$ cat src/rtl/rr_mux_reg.sv
// Registered CHANNELS:1 word multiplexer with fixed or round-robin selection and a valid/ready output stage.
// Optional RR_MUX_PARITY_EN adds a registered even-parity bit (out_par) for the captured word.
module rr_mux_reg #(
    parameter int unsigned WIDTH    = 2,
    parameter int unsigned CHANNELS = 4,
    parameter int unsigned SEL_W    = 2
) (
    input  logic                      clk,
    input  logic                      rst_n,
    input  logic [CHANNELS*WIDTH-1:0] in_data,
    input  logic [CHANNELS-1:0]       in_valid,
    output logic [CHANNELS-1:0]       in_ready,
    input  logic                      mode,
    input  logic [SEL_W-1:0]          sel,
    output logic                      out_valid,
    input  logic                      out_ready,
    output logic [WIDTH-1:0]          out_data,
    output logic [SEL_W-1:0]          out_ch
`ifdef RR_MUX_PARITY_EN
    ,
    output logic                      out_par
`endif
);

    logic             out_valid_q, out_valid_d;
    logic [WIDTH-1:0] out_data_q, out_data_d;
    logic [SEL_W-1:0] out_ch_q, out_ch_d;
    logic [SEL_W-1:0] ptr_q, ptr_d;
    logic             load;
    logic             grant;
    logic [SEL_W-1:0] g;
    logic [WIDTH-1:0] word;

    assign load = ~out_valid_q | out_ready;

    // Grant: fixed compares sel against each legal index, so sel >= CHANNELS never matches.
    // Round-robin searches channels at/above ptr first, then wraps to the low channels.
    always_comb begin
        grant = 1'b0;
        g     = '0;
        if (!mode) begin
            for (int unsigned i = 0; i < CHANNELS; i++) begin
                if (sel == SEL_W'(i) && in_valid[i]) begin
                    grant = 1'b1;
                    g     = SEL_W'(i);
                end
            end
        end else begin
            for (int unsigned i = 0; i < CHANNELS; i++) begin
                if (!grant && in_valid[i] && (SEL_W'(i) >= ptr_q)) begin
                    grant = 1'b1;
                    g     = SEL_W'(i);
                end
            end
            for (int unsigned i = 0; i < CHANNELS; i++) begin
                if (!grant && in_valid[i]) begin
                    grant = 1'b1;
                    g     = SEL_W'(i);
                end
            end
        end
    end

    always_comb begin
        word     = '0;
        in_ready = '0;
        for (int unsigned i = 0; i < CHANNELS; i++) begin
            if (g == SEL_W'(i)) begin
                word        = in_data[i*WIDTH +: WIDTH];
                in_ready[i] = load & grant;
            end
        end
    end

    // Next state: loading with no grant empties the register but keeps data/channel.
    always_comb begin
        out_valid_d = out_valid_q;
        out_data_d  = out_data_q;
        out_ch_d    = out_ch_q;
        ptr_d       = ptr_q;
        if (load) begin
            out_valid_d = grant;
            if (grant) begin
                out_data_d = word;
                out_ch_d   = g;
                if (mode) begin
                    ptr_d = (32'(g) == CHANNELS - 1) ? '0 : g + SEL_W'(1);
                end
            end
        end
    end

    always_ff @(posedge clk or negedge rst_n) begin
        if (!rst_n) begin
            out_valid_q <= 1'b0;
            out_data_q  <= '0;
            out_ch_q    <= '0;
            ptr_q       <= '0;
        end else begin
            out_valid_q <= out_valid_d;
            out_data_q  <= out_data_d;
            out_ch_q    <= out_ch_d;
            ptr_q       <= ptr_d;
        end
    end

    assign out_valid = out_valid_q;
    assign out_data  = out_data_q;
    assign out_ch    = out_ch_q;

`ifdef RR_MUX_PARITY_EN
    logic out_par_q, out_par_d;

    always_comb begin
        out_par_d = out_par_q;
        if (load && grant) begin
            out_par_d = ^word;
        end
    end

    always_ff @(posedge clk or negedge rst_n) begin
        if (!rst_n) begin
            out_par_q <= 1'b0;
        end else begin
            out_par_q <= out_par_d;
        end
    end

    assign out_par = out_par_q;
`endif

endmodule

$ cat config.mk
export PLATFORM = sky130hd
export DESIGN_NAME = rr_mux_reg
export DESIGN_NICKNAME = d
export VERILOG_FILES = /design/src/rtl/rr_mux_reg.sv
export SDC_FILE = /design/constraint.sdc
export NUM_CORES = 1
export LEC_CHECK = 0
export ABC_AREA = 1
export BUFFER_PORTS_ARGS = -buffer_cell sky130_fd_sc_hd__buf_2
export CORE_AREA = 2 2 39 41
export DETAILED_ROUTE_END_ITERATION = 10
export DIE_AREA = 0 0 41 43
export PLACE_DENSITY_LB_ADDON = 0.3
export SYNTH_ARGS = -nofsm -noshare
export SYNTH_HDL_FRONTEND = slang
export SYNTH_SLANG_ARGS = --single-unit
$ cat constraint.sdc
create_clock -name clk -period 3.97 [get_ports clk]
set_input_delay 0.1985 -clock clk [delete_from_list [all_inputs] [get_ports clk]]
set_output_delay 0.1985 -clock clk [all_outputs]
set_load 0.01 [all_outputs]
# Word level (Yosys, flattened, before mapping)
# Cells that the tools add are included.
op_classes:
  n_addsub: 1
  order_cmp: 4
  eq_ne: 6
  n_mux: 40
  bitwise: 3
  n_reduce_logical: 26
ops:
  columns: ["operator", "n"]
  rows:
  - ["2-bit two-way mux", 14]
  - ["1-bit two-way mux", 26]
  - ["1-bit logical AND", 15]
  - ["2-bit equality test, second input constant", 4]
  - ["1-bit logical NOT", 7]
  - ["2-bit by 1-bit equality test with 1-bit output, second input constant", 2]
  - ["1-bit by 2-bit greater-or-equal comparator with 1-bit output, first input constant", 2]
  - ["2-bit greater-or-equal comparator, first input constant", 2]
  - ["2-bit logical NOT", 2]
  - ["3-bit AND reduction", 1]
  - ["2-bit by 1-bit adder with 2-bit output, second input constant", 1]
  - ["2-bit AND reduction", 1]
  - ["1-bit AND", 1]
  - ["1-bit NOT", 1]
  - ["1-bit bitwise OR", 1]
word_totals:
  reg_bits: 7
  inputBits: 18
  output_inout_bits: 9
  word_cells: 84

# Logic depth before layout (Yosys ltp)
logic_depth:
  ltp_word: 40
  ltp_mapped: 14
  depth_no_buf: 14

# Least setup slack after synthesis
# Ideal clock, no wire load.
synth_timing:
  path_type: "flip-flop to flip-flop"
  from: "reg ptr_q[0]"
  to: "reg out_data_q[0], in the netlist out_data[0]"
  setup_time_ps: 121
  arrival_time_ps: 1704
  required_ps: 3849
  path_slack_ps: 2145
  stages_incl_launch_ff: 14
  path_buffers: 0
  synth_period_minus_slack_ps: 1825
  cell_sequence: "dfrtp_1 -> inv_1 -> nand2_2 -> nand2_2 -> nand2_2 -> a21boi_0 -> nand3_1 -> nand2_1 -> inv_1 -> ha_1 -> a21oi_1 -> a21oi_1 -> a21oi_1 -> o21ai_2"
synth_via:
  elab_chain_len: 40
  word_cells_on_any_way: 55
  classes_between: "order compare (4); eq/ne (3); mux (28); reduce/logical (20)"
synth_rtl:
  columns: ["element", "line_no", "rtl"]
  rows:
  - ["start: declaration", "28", "logic [SEL_W-1:0] ptr_q, ptr_d;"]
  - ["start signal: assignment", "103", "ptr_q <= ptr_d;"]
  - ["1-bit by 2-bit greater-or-equal comparator with 1-bit output", "50", "if (!grant && in_valid[i] && (SEL_W'(i) >= ptr_q)) begin"]
  - ["1-bit logical AND", "50", null]
  - ["1-bit two-way mux", "50", null]
  - ["1-bit two-way mux", "41", "if (!mode) begin"]
  - ["1-bit logical NOT", "50", null]
  - ["1-bit logical AND (2 in series)", "50", null]
  - ["1-bit two-way mux", "50", null]
  - ["1-bit two-way mux", "41", null]
  - ["[22 not listed]", null, null]
  - ["1-bit logical NOT", "56", "if (!grant && in_valid[i]) begin"]
  - ["1-bit logical AND", "56", null]
  - ["2-bit two-way mux *", "56", null]
  - ["2-bit two-way mux *", "41", null]
  - ["net g[0]", "31", "logic [SEL_W-1:0] g;"]
  - ["2-bit logical NOT", "68", "if (g == SEL_W'(i)) begin"]
  - ["2-bit two-way mux (3 in series)", "68", null]
  - ["2-bit two-way mux *", "68", null]
  - ["end signal: assignment", "101", "out_data_q <= out_data_d;"]
  - ["end: declaration", "26", "logic [WIDTH-1:0] out_data_q, out_data_d;"]
# The timed path passes the listed nets; every way through them passes the cells marked *. The select of a mux whose other input is x is not followed.
# A chain may end at the register's enable or synchronous reset.

# Worst setup path in the final report
layout_timing:
  from: "reg ptr_q[0]"
  to: "out in_ready[3]"
layout_via:
  elab_chain_len: 37
  word_cells_on_any_way: 49
  classes_between: "order compare (4); eq/ne (1); mux (25); bitwise (1); reduce/logical (18)"
layout_rtl:
  columns: ["element", "line_no", "rtl"]
  rows:
  - ["1-bit by 2-bit greater-or-equal comparator with 1-bit output", "50", null]
  - ["1-bit logical AND", "50", null]
  - ["1-bit two-way mux", "50", null]
  - ["1-bit two-way mux", "41", null]
  - ["1-bit logical NOT", "50", null]
  - ["1-bit logical AND (2 in series)", "50", null]
  - ["1-bit two-way mux", "50", null]
  - ["1-bit two-way mux", "41", null]
  - ["[21 not listed]", null, null]
  - ["1-bit two-way mux", "41", null]
  - ["1-bit logical NOT", "56", null]
  - ["1-bit logical AND", "56", null]
  - ["2-bit two-way mux *", "56", null]
  - ["2-bit two-way mux *", "41", null]
  - ["net g[0]", "31", null]
  - ["2-bit equality test *", "68", null]
  - ["1-bit two-way mux *", "68", null]
  - ["end: declaration", "12", "output logic [CHANNELS-1:0] in_ready,"]
# Marks and branches as above.

==> run summary <==
DRT Pass-1 Iters - 4
worst skew pair latency - 0.26 ns
min cycle time layout - 2.18 ns
Post-Place Cells - 132
CTS resizes - 0
Setup violations, final - 0
unrepaired setup endpoints after global routing - no
Post-Synth XOR/XNOR Area - 0%
detailed-placement wirelength estimate - 1.12 mm
Compound-Gate Fraction of Synth Area - 17.3%
total gr overflow - 0
CTS max path bufs - 2
Clock transition at path regs - 0.05 ns
Synth cell types - 17
Max Clock Freq - 459 MHz
Synth Area in Simple Gates - 34.3%
initial antenna violation count - 0
TritonCTS clock tree - done
Syn Area/Cell - 6.90 um^2
Max FO, Critical Path - 5
Worst Path Class, Setup - reg2out
CP arrival - 1.98 ns
Max VDD drop - 0.146 mV
Syn Inst Count - 91
# port buffers - 26
H-tree Lvls - 1
vias - 668
status - complete, no violations
Fin. Hold Viols - 0
Total Routing Usage GR - 19.7%
Seq cells post-synth - 7
post-synthesis adder-cell area fraction - 7.97%
placed cell areas - 767 um^2
syn nets - 113
postcts setup bufs - 0
Chip Height - 43 um
die width - 41 um
core footprint - 0.00138 mm^2
Max Cap Viol - 0
Post-Syn Area - 628 um^2
Worst path slowest cell - dfrtp_1
largest net degree at the start of global routing - 14
I/O Pins - 27
ANT nets after route - 0
CTS Buf Count - 3
WP data required - 3.77 ns
full die area - 0.00176 mm^2
nature of the critical path startpoint - flip-flop
layout cell share with drive strength beyond 1 - 32.2%
CTS Sinks - 7
Worst Setup End Kind - output port
Via density - 4.88
ANT cells - 0
Final GP Congestion - 0.780
crit-path cells - inv_1 -> nand2_2 -> nand2_2 -> nand2_2 -> a21boi_0 -> nand3_1 -> nand2_1 -> inv_1 -> ha_1 -> inv_1 -> nor2_1 -> buf_2
Worst path max stage delay - 0.40 ns
Worst-Margin Slew - 0.292 ns
Post-Layout Cell Count - 137
row cnt - 14
Initial Util - 45.4%
main combinational cell family by area after synthesis - simple AND/OR/NAND/NOR gates
nets - 144
worst hold path type - in2reg
final wirelength - 1.40 mm
Ys Warns - 0
first-pass GRT wire length - 2.36 mm
vias in the first global route - 636
drt initial violations - 13
Fillers - 127
DRC - 0
hold path cells - 3
mux cell area share after synthesis - 0%
Worst slew margin - 80.5%
worst r2r path cells - 14
Slew Viols, Final - 0
clk root buf - clkbuf_4
area delta synth->final - 27.9%
register area share after synthesis - 27.9%
Setup TNS Final - 0 ns
PwrDens - 391 mW/mm^2
wire length per cell - 10.2 um
fin crit share - 54.9%
P_leak - 0.453 nW
fin area - 803 um^2
clock skew - 0.00525 ns
cell usage after synthesis:
master,number,area (um^2)
inv_1,18,67.6
nand2_1,14,52.6
nand3_1,9,45.0
nor2_1,8,30.0
a21oi_1,7,35.0
dfrtp_1,7,175
nand2_2,6,37.5
ha_1,4,50.1
nand4_1,4,25.0
o21ai_0,4,20.0
a21boi_0,2,15.0
nand3b_1,2,15.0
o21ai_2,2,17.5
a21oi_4,1,16.3
buf_6,1,11.3
nand3_2,1,10.0
o21ai_1,1,5.00
stage by stage:
step	total power (W)	utilization [%]	hold slack, ns	setup slack, ns
after global placement	0.000244	55.4	0.0354	1.99
final	0.000314	58.0	0.235	1.79
after detailed placement	0.000246	55.4	0.0356	1.95
after floorplan	0.000203	-	-0.0971	2.15
after global routing	0.000343	58.0	0.260	1.57
after CTS	0.000317	58.0	0.227	1.77
worst max-delay path: cells and delay by family, from the launching register on:
kind            cells  cell delay, ns
compound gates      1            0.17
fa+ha+maj           1            0.25
flops               1            0.40
simple gates        6            0.50
buf+inv             4            0.40
path summary, 6_finish.rpt:
path	from	to	slack, ns
max	ptr_q[0]	in_ready[3]	1.79
min	in_data[7]	out_data[1]	0.23
max reg2reg	ptr_q[0]	out_data[0]	1.93
min reg2reg	out_ch[0]	out_ch[0]	0.49
max in group asynchronous	rst_n	out_data[0]	3.53
min in group asynchronous	rst_n	out_ch[1]	0.29
registers in the layout, indices dropped and copies added, names as in the netlist:
| signal | cells |
|---|---|
| out_valid | 1 |
| out_ch | 2 |
| out_data | 2 |
| ptr_q | 2 |
repair_timing:
item | CTS | global route
hold buffers | 1 | 0
endpoints found under the setup margin | 0 | 0
hold endpoints to repair | 7 | 0
power breakdown:
part           total (W)  internal, W  switching (W)
Clock          0.0000681    0.0000386      0.0000295
Sequential      0.000106    0.0000914      0.0000143
Combinational   0.000140    0.0000570      0.0000832
Total           0.000314     0.000187       0.000127
kinds of logic after synthesis:
family                   after synthesis
AO/OA/AOI/OAI                         17
adder cells (fa/ha/maj)                4
buffers and inverters                 19
flip-flops                             7
AND/OR/NAND/NOR                       44
cell usage in the layout (no fill, tap or decap), types with 2 or more instances in the layout:
| cell type | n |
|---|---|
| buf_2 | 26 |
| inv_1 | 18 |
| nand2_1 | 14 |
| nand3_1 | 9 |
| nor2_1 | 8 |
| a21oi_1 | 7 |
| dfrtp_1 | 7 |
| nand2_2 | 6 |
| nand4_1 | 4 |
| o21ai_0 | 4 |
| ha_1 | 4 |
| clkbuf_4 | 3 |
| nand3b_1 | 2 |
| a21boi_0 | 2 |
| o21ai_2 | 2 |
per-layer routing:
layer	GRT usage, %	routed length [um]	vias up
met5	0	0	-
met1	22.8	616	291
li1	-	-	353
met4	12.0	31	0
met2	31.9	698	21
met3	3.14	52	3
cell type report:
type / instances / area, um^2 / share of cell area [%]
repair buffers: 27 / 140 / 17.4
inverters: 18 / 67.6 / 8.41
clock buffers: 4 / 26.3 / 3.27
flip-flops and latches: 7 / 175 / 21.8
multi-input cells: 65 / 374 / 46.6
well taps: 16 / 20.0 / 2.49
Power figures use the tool's default switching activity.
